$ cat src/rtl/apb_regfile_slave.sv
// apb_regfile_slave: APB slave terminating the master's transfers.
// It decodes a DEPTH-word address window, stores 32-bit words, and
// exposes word 0 as a read-only ID register. Every transfer gets a
// fixed number of wait states, and errors are flagged on pslverr_o.
// Optional build macro APB_SLV_RAND_WAIT_EN: a free-running 4-bit LFSR
// sets the per-transfer wait states instead of WAIT_CYCLES.
module apb_regfile_slave #(
    parameter int          DEPTH       = 16,
    parameter logic [31:0] BASE_ADDR   = 32'hDEAD_CAC0,
    parameter int          WAIT_CYCLES = 2,
    parameter logic [31:0] ID_VALUE    = 32'hA9B0_0001
) (
    input  logic        clk,
    input  logic        reset,      // asynchronous, active-low
    input  logic        psel_i,
    input  logic        penable_i,
    input  logic [31:0] paddr_i,
    input  logic        pwrite_i,
    input  logic [31:0] pwdata_i,
    output logic        pready_o,
    output logic [31:0] prdata_o,
    output logic        pslverr_o
);

    localparam int AW = $clog2(DEPTH);

    typedef enum logic [1:0] {
        ST_IDLE   = 2'd0,
        ST_SETUP  = 2'd1,
        ST_ACCESS = 2'd2
    } state_t;

    state_t          state;
    logic [3:0]      wait_cnt;
    logic [3:0]      wait_load;
    logic [31:0]     mem [DEPTH];
    logic            hit;
    logic [AW-1:0]   idx;
    logic            is_id;
    logic            err;
    logic            commit;

    // Byte-lane bits are deliberately ignored: there is no alignment error.
    logic unused_addr_lsbs;
    assign unused_addr_lsbs = ^paddr_i[1:0];

`ifdef APB_SLV_RAND_WAIT_EN
    logic [3:0] lfsr;

    // Free-running LFSR. It is seeded non-zero and can never reach 0,
    // so every transfer gets at least one wait state.
    always_ff @(posedge clk or negedge reset) begin
        if (!reset) begin
            lfsr <= 4'hE;
        end else begin
            lfsr <= {lfsr[2:0], lfsr[1] ^ lfsr[3]};
        end
    end

    assign wait_load = lfsr;
`else
    assign wait_load = 4'(WAIT_CYCLES);
`endif

    // Address decode and completion/error qualification.
    always_comb begin
        // NOTE: every output of a combinational block gets a default first
        // so that no path leaves it unassigned and infers a latch.
        hit       = (paddr_i[31:AW+2] == BASE_ADDR[31:AW+2]);
        idx       = paddr_i[AW+1:2];
        is_id     = (idx == '0);
        err       = ~hit | (pwrite_i & is_id);
        pready_o  = (state == ST_ACCESS) & psel_i & penable_i & (wait_cnt == 4'd0);
        pslverr_o = pready_o & err;
        commit    = pready_o & pwrite_i & ~err;
        prdata_o  = '0;
        if (pready_o && !pwrite_i && !err) begin
            prdata_o = is_id ? ID_VALUE : mem[idx];
        end
    end

    // Bus-tracking FSM and wait-state counter.
    always_ff @(posedge clk or negedge reset) begin
        // NOTE: sequential state uses non-blocking assignments. All registers
        // then update together at the clock edge, whatever the statement order.
        if (!reset) begin
            state    <= ST_IDLE;
            wait_cnt <= 4'd0;
        end else begin
            case (state)
                ST_IDLE: begin
                    // A psel_i & penable_i pair seen here is a protocol
                    // violation. It is ignored and the FSM stays idle.
                    if (psel_i && !penable_i) begin
                        state    <= ST_SETUP;
                        wait_cnt <= wait_load;
                    end
                end
                ST_SETUP: begin
                    if (!psel_i) begin
                        state <= ST_IDLE;
                    end else if (penable_i) begin
                        state <= ST_ACCESS;
                    end
                end
                ST_ACCESS: begin
                    if (!psel_i || pready_o) begin
                        // This covers both completion and abort by the master.
                        state <= ST_IDLE;
                    end else if (wait_cnt != 4'd0) begin
                        wait_cnt <= wait_cnt - 4'd1;
                    end
                end
                default: begin
                    state <= ST_IDLE;
                end
            endcase
        end
    end

    // Register array: a write commits only on an error-free completion.
    always_ff @(posedge clk or negedge reset) begin
        // NOTE: the array is in the reset domain because it must read as zero
        // after reset. That also rules out mapping it onto reset-less RAM macros.
        if (!reset) begin
            for (int i = 0; i < DEPTH; i++) begin
                mem[i] <= '0;
            end
        end else if (commit) begin
            mem[idx] <= pwdata_i;
        end
    end

endmodule

$ cat config.mk
export PLATFORM = sky130hd
export DESIGN_NAME = apb_regfile_slave
export DESIGN_NICKNAME = d
export VERILOG_FILES = /design/src/rtl/apb_regfile_slave.sv
export SDC_FILE = /design/constraint.sdc
export NUM_CORES = 1
export LEC_CHECK = 0
export CAP_MARGIN = 20
export CORE_MARGIN = 1.5
export CORE_UTILIZATION = 25
export CTS_BUF_LIST = sky130_fd_sc_hd__clkbuf_8
export DETAILED_ROUTE_END_ITERATION = 8
export PLACE_DENSITY = 0.38
export SYNTH_ARGS = -nofsm -noshare
export SYNTH_HDL_FRONTEND = slang
export SYNTH_SLANG_ARGS = --single-unit
$ cat constraint.sdc
create_clock -name clk -period 2.22 [get_ports clk]
set_input_delay 0.222 -clock clk [delete_from_list [all_inputs] [get_ports clk]]
set_output_delay 0.222 -clock clk [all_outputs]
set_load 0.005 [all_outputs]
==> metrics.md <==
| Metric | Value |
|---|---|
| Layout cells sized above 1 | 55.3% |
| Top Layer Used | met5 |
| WL per Instance | 24.5 um |
| Most common cell after layout, fill and taps aside | dfrtp_1 |
| Final period util | 136% |
| Routed vias/inst | 4.64 |
| Mapped Avg Cell Area | 15.5 um2 |
| Leakage | 14.0 nW |
| Setup total negative slack | -107.74 ns |
| Worst-margin pin slew | 0.648 ns |
| GRT overflow | 0 |
| Fin. Hold Viols | 0 |
| Clock root buffer | clkbuf_8 |
| Syn_nets | 1,570 |
| Sequential area share after synthesis | 54.9% |
| Final Max Slew Viols | 0 |
| Wire length of the first global-routing pass | 108,000 um |
| CP Cell Sequence | inv_2, ha_4, and4b_2, nand3b_1, or4_4, buf_12, buf_16, nor3_2, buf_2 |
| Core area | 91,900 um2 |
| Post-Syn Instances | 1,500 |
| Die height | 308 um |
| Filler Cells Inserted | 9,023 |
| Slew margin rel. | 56.8% |
| CTS H-tree depth | 3 |
| Delay-heaviest family, CP | simple AND/OR/NAND/NOR gates |
| CP Capture Type | output pin |
| Type of the most critical hold path | in -> reg |
| Unrepaired setup endpoints after global routing | yes |
| Setup CP Type | reg -> out |
| CTS tree | built |
| Drt drc | 0 |
| DP HPWL | 44,700 um |
| Met2 WL | 36,700 um |
| Final setup violation count | 504 |
| Max Buffers Root-to-Sink | 3 |
| Metal3 WL | 2400 um |
| GPL Wtd Cong | 0.713 |
| Worst EP arrival | 2.80 ns |
| Largest net degree at the start of global routing | 82 |
| Reg-to-Reg Start | wait_cnt[1]$_DFFE_PN0P_ |
| Commonest non-fill, non-tap cells in the layout | 510 x dfrtp_1, 442 x mux2_2, 121 x clkbuf_8, 120 x mux4_2, 97 x buf_4 |
| Final #Nets | 1,818 |
| Hold Startpoint | psel_i |
| Setup WS post-layout | -0.798 ns |
| Worst Path Required | 2.00 ns |
| Initial DRC Count | 652 |
| Slowest CP cell | or4_4 |
| Initial Util | 25.3% |
| Max IR drop VDD | 0.365 mV |
| Synth area leaders | dfrtp_1 55%, mux2_2 21%, mux4_2 12%, a22o_1 1.8%, mux2_1 1.8% |
| CTS sink cnt | 510 |
| DRT met1 WL | 34,100 um |
| Die Wd | 308 um |
| Yosys top cell area share | 54.9% |
| Max Freq | 331 MHz |
| Status | finished with violations |
| Shortest period the worst path allows | 3.02 ns |
| Post-place setup slack | -0.926 ns |
| Slowest Stage Delay on Critical Path | 0.49 ns |
| Clk_skew | 0.0474 ns |
| Max-cap violation count | 0 |
| CTS Buf Count | 98 |
| Yosys warning total | 0 |
| Clk Latency, worst-skew pair | 0.73 ns |
| Pwr Density | 649 nW/um2 |
| Failing checks | negative setup slack |
| Synth-to-Final Area Change | 29.6% |
| Via count | 14.2k |
| First drt pass iteration count | 4 |
| Input/output buffers | 100 |
| FF+latch count, synth | 510 |
| Top cell type by total area after synthesis | dfrtp_1 |
| Post-Syn Area | 23,200 um2 |
| Cell variety after synth | 37 |
| CP startpoint | wait_cnt[1]$_DFFE_PN0P_ |
| Total Routing Usage GR | 15.5% |
| Crit path buf inv count | 4 |
| Io pins | 103 |
| Type of origin of the critical path | flip-flop |
| Crit Path Max Fanout | 6 |
| Vias in the first global route | 15.5k |
| Clk slew on worst S/H paths | 0.05 ns |
| DIE AREA | 94,800 um2 |
| Routed Antenna Nets | 0 |
| Row cnt | 111 |
| Initial antenna violation count | 6 |
| Routed WL | 75,100 um |
[final cells by class]
class                      instances  area, um2  area share, %
timing repair buffer             311       3680           12.2
sequential                       510      12800           42.4
inverter                           3       11.3         0.0374
clock inverter                    53        253          0.839
multi-input combinational        824      10200           33.8
tap                             1243       1560           5.16
antenna                            3       7.51         0.0249
clock buffer                     121       1670           5.53
[report_power, final]
group          switching, mW  internal, mW
clock                   4.23          4.90
combinational          0.682         0.431
sequential           0.00515          9.31
[what timing repair did]
| item | 4_1_cts | 5_1_grt |
|---|---|---|
| setup buffers | 19 | 11 |
| resized for setup | 169 | 47 |
| hold endpoints to repair | 506 | 0 |
| setup endpoints to repair | 513 | 513 |
| pin swaps | 26 | 7 |
| hold buffers | 3 | 0 |
| gates cloned | 5 | 14 |
[tightest hold or removal path, cell delays in order]
cell,delay [ns]
clkdlybuf4s50_1,0.42
inv_1,0.13
nor2_1,0.07
[final timing paths]
path / slack [ns] / to / cells past startpoint
max in group asynchronous: 0.32 / mem[292]$_DFFE_PN0P_ / 4
hold / removal: 0.20 / state[1]$_DFFE_PN0P_ / 3
setup reg to reg: -0.33 / mem[348]$_DFFE_PN0P_ / 11
setup / recovery: -0.80 / prdata_o[14] / 9
min in group asynchronous: 0.56 / mem[27]$_DFFE_PN0P_ / 3
hold reg to reg: 0.37 / mem[488]$_DFFE_PN0P_ / 0
[cells in the mapped netlist, drive strengths merged]
cell,instances
buf,80
a22oi,17
nor3b,11
nand3,1
and4b,8
clkbuf,83
a22o,49
inv,3
nand4,12
mux4,120
xor2,1
ha,1
nor2,26
a2111o,1
o21ai,2
nor4,16
nor2b,5
a21oi,18
and4,1
nand4b,4
and2,3
or4,1
mux2,481
nor4bb,3
nand2,1
nor4b,1
nand3b,1
mux2i,8
and4bb,2
dfrtp,510
nor3,29
nand2b,1
[flip-flops by register name, summed over array words and instances, names as in the netlist]
| register | count |
|---|---|
| wait_cnt | 4 |
| mem | 504 |
| state | 2 |
[logic make-up after synthesis]
kind of cell | Yosys count | synth area share (%)
AO/OA/AOI/OAI | 87 | 2.87
XOR/XNOR | 1 | 0.0377
adder cells (fa/ha/maj) | 1 | 0.0538
buffers and inverters | 166 | 3.06
flip-flops | 510 | 54.9
multiplexers | 609 | 35.3
AND/OR/NAND/NOR | 126 | 3.79
[through the flow]
step | instances | total power [mW] | area, um2 | util [%] | hold WS, ns
global route | 3068 | 20.5 | 30100 | 32.8 | 0.162
finish | 3068 | 19.6 | 30100 | 32.8 | 0.203
detailed placement | 2843 | 10.6 | 27400 | 29.8 | 0.154
CTS | 3043 | 20.0 | 29600 | 32.2 | 0.128
floorplan | 1500 | 9.84 | 23400 | - | -0.0736
global placement | 2843 | 10.6 | 27400 | 29.8 | 0.151
[layer usage]
layer / global-route usage, % / up-vias
met1: 20.8 / 7713
li1: - / 6152
met5: 0 / -
met4: 4.96 / 6
met3: 2.76 / 124
met2: 25.4 / 232
Power figures use the tool's default switching activity.
